## src/rtl/temp_mon_pkg.sv

```systemverilog
// Shared types and default parameters for the temperature monitor.
package temp_mon_pkg;

    typedef enum logic [2:0] {
        StIdle,
        StNormal,
        StPendHi,
        StAlarm,
        StPendLo
    } state_e;

    localparam int unsigned DefDataW    = 4;
    localparam int unsigned DefHiThresh = 12;
    localparam int unsigned DefLoThresh = 4;
    localparam int unsigned DefDebounce = 3;
    localparam int unsigned DefCntW     = 8;

endpackage

```

## src/rtl/minmax_tracker.sv

```systemverilog
// Running min/max/count statistics over accepted samples.
module minmax_tracker #(
    parameter int unsigned DATA_W = 4,
    parameter int unsigned CNT_W  = 8
) (
    input  logic              clk_i,
    input  logic              rst_i,
    input  logic              clear_i,
    input  logic              valid_i,
    input  logic [DATA_W-1:0] data_i,
    output logic [DATA_W-1:0] min_o,
    output logic [DATA_W-1:0] max_o,
    output logic [CNT_W-1:0]  cnt_o,
    output logic              seen_o
);

    logic [DATA_W-1:0] min_q, min_d, max_q, max_d;
    logic [CNT_W-1:0]  cnt_q, cnt_d;
    logic              seen_q, seen_d;

    always_comb begin
        min_d  = min_q;
        max_d  = max_q;
        cnt_d  = cnt_q;
        seen_d = seen_q;
        if (valid_i) begin
            if (!seen_q || data_i < min_q) min_d = data_i;
            if (!seen_q || data_i > max_q) max_d = data_i;
            if (cnt_q != '1) cnt_d = cnt_q + CNT_W'(1);
            seen_d = 1'b1;
        end
    end

    always_ff @(posedge clk_i) begin
        if (rst_i || clear_i) begin
            min_q  <= '1;
            max_q  <= '0;
            cnt_q  <= '0;
            seen_q <= 1'b0;
        end else begin
            min_q  <= min_d;
            max_q  <= max_d;
            cnt_q  <= cnt_d;
            seen_q <= seen_d;
        end
    end

    assign min_o  = min_q;
    assign max_o  = max_q;
    assign cnt_o  = cnt_q;
    assign seen_o = seen_q;

endmodule

```

## src/rtl/temp_monitor.sv

```systemverilog
// Sample statistics plus a debounced hysteresis over-temperature alarm.
module temp_monitor
    import temp_mon_pkg::*;
#(
    parameter int unsigned DATA_W    = DefDataW,
    parameter int unsigned HI_THRESH = DefHiThresh,
    parameter int unsigned LO_THRESH = DefLoThresh,
    parameter int unsigned DEBOUNCE  = DefDebounce,
    parameter int unsigned CNT_W     = DefCntW
) (
    input  logic              clk,
    input  logic              rst,
    input  logic              temp_valid,
    input  logic [DATA_W-1:0] temp,
    input  logic              clear,
    output logic [DATA_W-1:0] min_out,
    output logic [DATA_W-1:0] max_out,
    output logic [CNT_W-1:0]  sample_cnt,
    output logic              stat_valid,
    output logic              alarm,
    output logic              alarm_rise,
    output logic              alarm_fall
);

    localparam int unsigned       DbW    = (DEBOUNCE > 1) ? $clog2(DEBOUNCE) : 1;
    localparam logic [DbW-1:0]    DbLast = DbW'(DEBOUNCE - 1);
    localparam logic [DATA_W-1:0] HiLvl  = DATA_W'(HI_THRESH);
    localparam logic [DATA_W-1:0] LoLvl  = DATA_W'(LO_THRESH);

    state_e         state_q, state_d;
    logic [DbW-1:0] db_cnt_q, db_cnt_d;
    logic           alarm_q, alarm_d, rise_q, rise_d, fall_q, fall_d;
    logic           accept, is_hi, is_lo, run_done;

    assign accept = temp_valid & ~clear;
    assign is_hi  = temp >= HiLvl;
    assign is_lo  = temp <= LoLvl;
    // Counter is zero outside PEND states, so DEBOUNCE=1 completes on the first sample.
    assign run_done = db_cnt_q == DbLast;

    minmax_tracker #(
        .DATA_W(DATA_W),
        .CNT_W (CNT_W)
    ) u_minmax (
        .clk_i  (clk),
        .rst_i  (rst),
        .clear_i(clear),
        .valid_i(accept),
        .data_i (temp),
        .min_o  (min_out),
        .max_o  (max_out),
        .cnt_o  (sample_cnt),
        .seen_o (stat_valid)
    );

    always_comb begin
        state_d  = state_q;
        db_cnt_d = db_cnt_q;
        if (accept) begin
            unique case (state_q)
                StIdle, StNormal, StPendHi: begin
                    if (!is_hi) begin
                        state_d  = StNormal;
                        db_cnt_d = '0;
                    end else if (run_done) begin
                        state_d  = StAlarm;
                        db_cnt_d = '0;
                    end else begin
                        state_d  = StPendHi;
                        db_cnt_d = db_cnt_q + DbW'(1);
                    end
                end
                StAlarm, StPendLo: begin
                    if (!is_lo) begin
                        state_d  = StAlarm;
                        db_cnt_d = '0;
                    end else if (run_done) begin
                        state_d  = StNormal;
                        db_cnt_d = '0;
                    end else begin
                        state_d  = StPendLo;
                        db_cnt_d = db_cnt_q + DbW'(1);
                    end
                end
                default: begin
                    state_d  = StIdle;
                    db_cnt_d = '0;
                end
            endcase
        end
        alarm_d = (state_d == StAlarm) || (state_d == StPendLo);
        rise_d  = alarm_d && !alarm_q;
        fall_d  = (state_d == StNormal) && alarm_q;
    end

    always_ff @(posedge clk) begin
        if (rst || clear) begin
            state_q  <= StIdle;
            db_cnt_q <= '0;
            alarm_q  <= 1'b0;
            rise_q   <= 1'b0;
            fall_q   <= 1'b0;
        end else begin
            state_q  <= state_d;
            db_cnt_q <= db_cnt_d;
            alarm_q  <= alarm_d;
            rise_q   <= rise_d;
            fall_q   <= fall_d;
        end
    end

    assign alarm      = alarm_q;
    assign alarm_rise = rise_q;
    assign alarm_fall = fall_q;

endmodule

```

## config.mk

```make
export PLATFORM = sky130hd
export DESIGN_NAME = temp_monitor
export DESIGN_NICKNAME = d
export VERILOG_FILES = /design/src/rtl/temp_mon_pkg.sv /design/src/rtl/minmax_tracker.sv /design/src/rtl/temp_monitor.sv
export SDC_FILE = /design/constraint.sdc
export NUM_CORES = 1
export LEC_CHECK = 0
export CORE_ASPECT_RATIO = 2
export CORE_MARGIN = 2
export CORE_UTILIZATION = 49
export CTS_CLUSTER_DIAMETER = 40
export DETAILED_ROUTE_END_ITERATION = 7
export PLACE_DENSITY = 0.78
export SYNTH_ARGS = -nofsm -noshare
export SYNTH_HDL_FRONTEND = slang
export SYNTH_SLANG_ARGS = --single-unit
```

## constraint.sdc

```tcl
create_clock -name clk -period 2.08 [get_ports clk]
set_input_delay 0.208 -clock clk [delete_from_list [all_inputs] [get_ports clk]]
set_output_delay 0.208 -clock clk [all_outputs]
set_load 0.02 [all_outputs]
```

Yosys cells after proc, flatten, opt, wreduce, memory -nomap -nowiden
Index checks and enable logic that the tools add are counted.
Widths: inputs -> output; s select.
- flip-flop bits (word level): 25
- input bits: 8
- output and inout port bits: 20
- logic and storage cells: 50
- add/subtract/negate cells: 2
- magnitude comparators: 4
- equal/unequal tests: 9
- multiplexer cells: 10
- bitwise operators: 2
- reduce and logical (&&, ||, !) cells: 14
- operators with widths (cell ; number):
    $eq 3x2->1 const B ; 3
    $mux 3 ; 3
    $add 8x1->8 const B ; 1
    $mux 2 ; 4
    $ne 8x8->1 const B ; 1
    $eq 3x1->1 const B ; 2
    $eq 3x3->1 const B ; 2
    $pmux 3 s2 ; 1
    $reduce_and 2->1 ; 3
    $ge 4x4->1 const B ; 1
    $gt 4x4->1 ; 1
    $le 4x3->1 const B ; 1
    $logic_or 1x1->1 ; 4
    $lt 4x4->1 ; 1
    $pmux 2 s2 ; 1
    $logic_not 3->1 ; 1
    $reduce_or 3->1 ; 1
    $add 2x1->2 const B ; 1
    $eq 2x2->1 const B ; 1
    $logic_and 1x1->1 ; 2
    $logic_not 1->1 ; 2
    $reduce_or 2->1 ; 1
    $and 1x1->1 ; 1
    $mux 1 ; 1
    $not 1->1 ; 1

Longest topological paths before layout
- depth after elaboration: 8
- depth in mapped cells: 8
- mapped depth without buffers: 8

By module
A second synthesis with hierarchy kept.
- cell total of the unflattened synthesis: 156
- area total of the unflattened synthesis: 1376.3 um2
- by module, submodules not included (module ; instances ; cells an instance ; area each (um2) ; seq. area each (um2)):
    minmax_tracker ; 1 ; 102 ; 915.9 ; 340.3
    temp_monitor ; 1 ; 54 ; 460.4 ; 160.2

Least setup slack after synthesis
OpenSTA, ideal clock, no wires.
- path type: register to register
- from: reg u_minmax.max_q[3], in the netlist u_minmax.max_o[3]
- to: reg u_minmax.max_q[3], in the netlist u_minmax.max_o[3]
- library setup time: 0.129 ns
- arrival: 1.691 ns
- data required time: 1.951 ns
- path slack: 0.260 ns
- cell stages (with the launch flop): 8
- buffers on the path: 0
- period minus slack after synthesis: 1.820 ns
- cell sequence: dfxtp_1 -> inv_1 -> ha_1 -> and2_1 -> a32o_1 -> a21oi_2 -> mux2i_1 -> nor2_1
- cells in the longest elaborated chain, start to end: 3
- ends and longest elaborated chain (what ; RTL line ; source):
    start: declaration ; minmax_tracker.sv:17 ; logic [DATA_W-1:0] min_q, min_d, max_q, max_d;
    start signal: assignment ; minmax_tracker.sv:42 ; max_q <= max_d;
    $gt 4x4->1 ; minmax_tracker.sv:28 ; if (!seen_q || data_i > max_q) max_d = data_i;
    $logic_or 1x1->1 ; minmax_tracker.sv:28 ;
    $reduce_and 2->1 (no line) ; - ;
No other way between the ends.
A chain may end at the register's enable or synchronous reset.

Final worst setup path
- from: in temp[1]
- to: reg u_minmax.max_q[3], in the netlist u_minmax.max_o[3]
- cells in the longest elaborated chain, start to end: 3
- ends and longest elaborated chain (what ; RTL line ; source):
    start: declaration ; temp_monitor.sv:14 ; input logic [DATA_W-1:0] temp,
    $gt 4x4->1 ; minmax_tracker.sv:28 ;
    $logic_or 1x1->1 ; minmax_tracker.sv:28 ;
    $reduce_and 2->1 (no line) ; - ;
No other way between the ends.

==> summary.md <==
| Metric | Value |
|---|---|
| Worst Path Required | `around 2.2 ns` |
| Worst-skew pair later-pin latency | `0.27 ns` |
| Setup Skew | `0.00103 ns` |
| Ratio of cells with drive above 1 in the final layout | `under 10%` |
| Number of global-route vias before repair | `1196` |
| Primary FF master, synth | `dfxtp_1` |
| CTS sink cnt | `25` |
| Placeable Area | `approximately 0.0025 mm^2` |
| Initial Util | `50.9%` |
| GPL Wtd Cong | `between 0.7 and 0.8` |
| Worst relative slew slack | `76.0%` |
| Status | `finished clean` |
| Clk slew on worst S/H paths | `0.08 ns` |
| Iter 0 DRT Violations | `15` |
| Largest net degree at the start of global routing | `14` |
| Crit Path Max Fanout | `5` |
| Nets | `200` |
| Critical path class | `in -> reg` |
| Initial antenna violation count | `0` |
| Syn Nets | `165` |
| Total gr overflow | `0` |
| Critical path endpoint category | `flip-flop` |
| Leak Pwr | `roughly 0.7 nW` |
| Die Ht | `76.6 um` |
| First-pass GRT wire length | `4.86 mm` |
| Vias | `1175` |
| Deepest clock path buffer count | `2` |
| Full die area | `between 0.003 and 0.004 mm^2` |
| Cell taking the most area after synthesis | `dfxtp_1` |
| Avg Vias per Cell | `5.57` |
| Top cells by count, synth | `nor2_1 (26), dfxtp_1 (25), inv_1 (10), nand2_1 (10), mux2i_1 (9)` |
| Sequential-to-total area share from yosys stat | `38.8%` |
| Mux contribution to synthesized area | `6.98%` |
| Hold Fails Final Rpt | `0` |
| XOR/XNOR Fraction of Synth Area | `3.39%` |
| Fillers | `about 220` |
| Routed Wire Length | `3.00 mm` |
| Final routed DRC violation total | `0` |
| Dpl hpwl | `~2.4 mm` |
| Post-Synth Simple-Gate Area | `22.7%` |
| Number of clock buffers inserted by TritonCTS | `3` |
| Area Growth Syn to Fin | `29.9%` |
| Min-delay worst type | `reg -> reg` |
| RSZ-0062 raised after global routing | `false` |
| Buffers on Ports | `27` |
| Met2 routed WL | `1.65 mm` |
| Synth top area share | `about 39%` |
| Post-synthesis area per instance | `8.67 um^2` |
| Slew at the pin closest to its max-slew limit | `0.359 ns` |
| Final setup TNS | `0 ns` |
| Wl on met1 | `1.12 mm` |
| Mapped Cells | `149` |
| Asr flop ratio synth | `0%` |
| Most frequent cell after synthesis | `nor2_1` |
| Netlist cell types | `41` |
| Pwr dens | `~540 mW/mm^2` |
| Final setup vio count | `0` |
| Fin crit period | `1.91 ns` |
| Ranking of synthesized cells by area | `dfxtp_1 (39%), ha_1 (7.8%), nor2_1 (7.6%)` |
| Post-CTS setup buffers | `0` |
| CTS Hold Bufs | `0` |
| Count of final max-slew check failures | `0` |
| Non-filler instance count after layout | `211` |
| DIE WIDTH | `around 40 um` |
| Crit share post-route | `91.7%` |
| Peak supply drop | `0.411 mV` |
| Compound-Gate Fraction of Synth Area | `16.3%` |
| Clk root buf | `clkbuf_8` |
| Largest family of logic cells by synthesized area | `simple AND/OR/NAND/NOR gates` |
| CP Data Arrival Time | `2.07 ns` |
| Synth Register Bits | `25` |
| Post-route antenna net violation count | `0` |
| Syn. warnings | `0` |
| Overall Power | `0.902 mW` |
| CTS tree | `done` |
| DR WL met3 | `between 100 and 150 um` |
| Core Util, Final | `66.1%` |
| Fmax | `roughly 520 MHz` |
| H-tree Lvls | `1` |
| Worst setup SP type | `primary input` |
| N_diodes | `0` |
| Cts repair resizes | `0` |
| Syn Std Cell Area | `0.00129 mm^2` |
| Ports | `28` |
| MaxCap Viol Count | `0` |
| Number of flops mapped to enable cells by yosys | `0` |
| WL per Instance | `approximately 14 um` |
| GR Util All Layers | `22.1%` |
| # placed instances | `between 200 and 250` |
| Synth Area in Adders | `7.75%` |
| Num rows | `26` |
| Top Layer Used | `met4` |
| Drt first pass iters | `4` |
sequential cells by signal, indices dropped and copies added (netlist names):
name             cells
alarm                1
alarm_fall           1
alarm_rise           1
db_cnt_q             2
state_q              3
u_minmax.cnt_o       8
u_minmax.max_o       4
u_minmax.min_o       4
u_minmax.seen_o      1
area by class of cell:
class	count	area, um^2	share of cell area [%]
inverters	10	37.5	2.24
flip-flops and latches	25	500	29.8
multi-input cells	110	737	43.9
repair buffers	34	323	19.2
well taps	28	35.0	2.09
clock buffers	4	45.0	2.68
cell usage in the layout, fill, tap and decap left out, drive strengths merged, types with 6 or more instances in the layout:
| cell | n |
|---|---|
| clkdlybuf4s50 | 27 |
| nor2 | 26 |
| dfxtp | 25 |
| inv | 10 |
| nand2 | 10 |
| mux2i | 9 |
| ha | 8 |
| buf | 7 |
| a21oi | 6 |
| o21ai | 6 |
worst paths after layout:
check | cells after the start | start | slack (ns) | end
worst min-delay path | 1 | alarm | 0.46 | alarm_rise
worst max-delay path | 8 | temp[1] | 0.17 | u_minmax.max_o[3]
worst min register to register | 1 | alarm | 0.46 | alarm_rise
worst max register to register | 8 | u_minmax.max_o[3] | 0.22 | u_minmax.max_o[3]
power by group:
part | total (mW) | leakage [nW] | switching (mW) | internal [mW]
Combinational | 0.125 | 0.476 | 0.0651 | 0.0603
Sequential | 0.493 | 0.202 | 0.00719 | 0.485
Clock | 0.284 | 0.0228 | 0.147 | 0.137
through the flow:
| step | setup WS [ns] | hold slack (ns) | cell area, um^2 |
|---|---|---|---|
| floorplan | 0.260 | 0.324 | 1290 |
| global placement | -0.0181 | 0.443 | 1630 |
| detailed placement | -0.119 | 0.456 | 1630 |
| CTS | 0.170 | 0.464 | 1680 |
| global route | 0.0359 | 0.479 | 1680 |
| finish | 0.172 | 0.459 | 1680 |
logic make-up after synthesis:
logic type | count (synthesis)
AO/OA/AOI/OAI | 27
XOR/XNOR | 5
adder cells (fa/ha/maj) | 8
buffers and inverters | 14
flip-flops | 25
multiplexers | 9
AND/OR/NAND/NOR | 61
metal layers:
layer | vias up | track usage (%)
met5 | - | 0
met4 | 0 | 11.7
met2 | 32 | 40.6
met1 | 546 | 20.7
met3 | 9 | 2.92
li1 | 588 | -
worst max-delay path: stages:
cell and delay (ns):
clkdlybuf4s50_1 0.50, ha_1 0.34, nor2b_1 0.14, o21ai_0 0.09, a32o_1 0.23, a21oi_2 0.29
mux2i_1 0.23, nor2_1 0.06
Note: power is estimated with default switching activity, not from simulation.
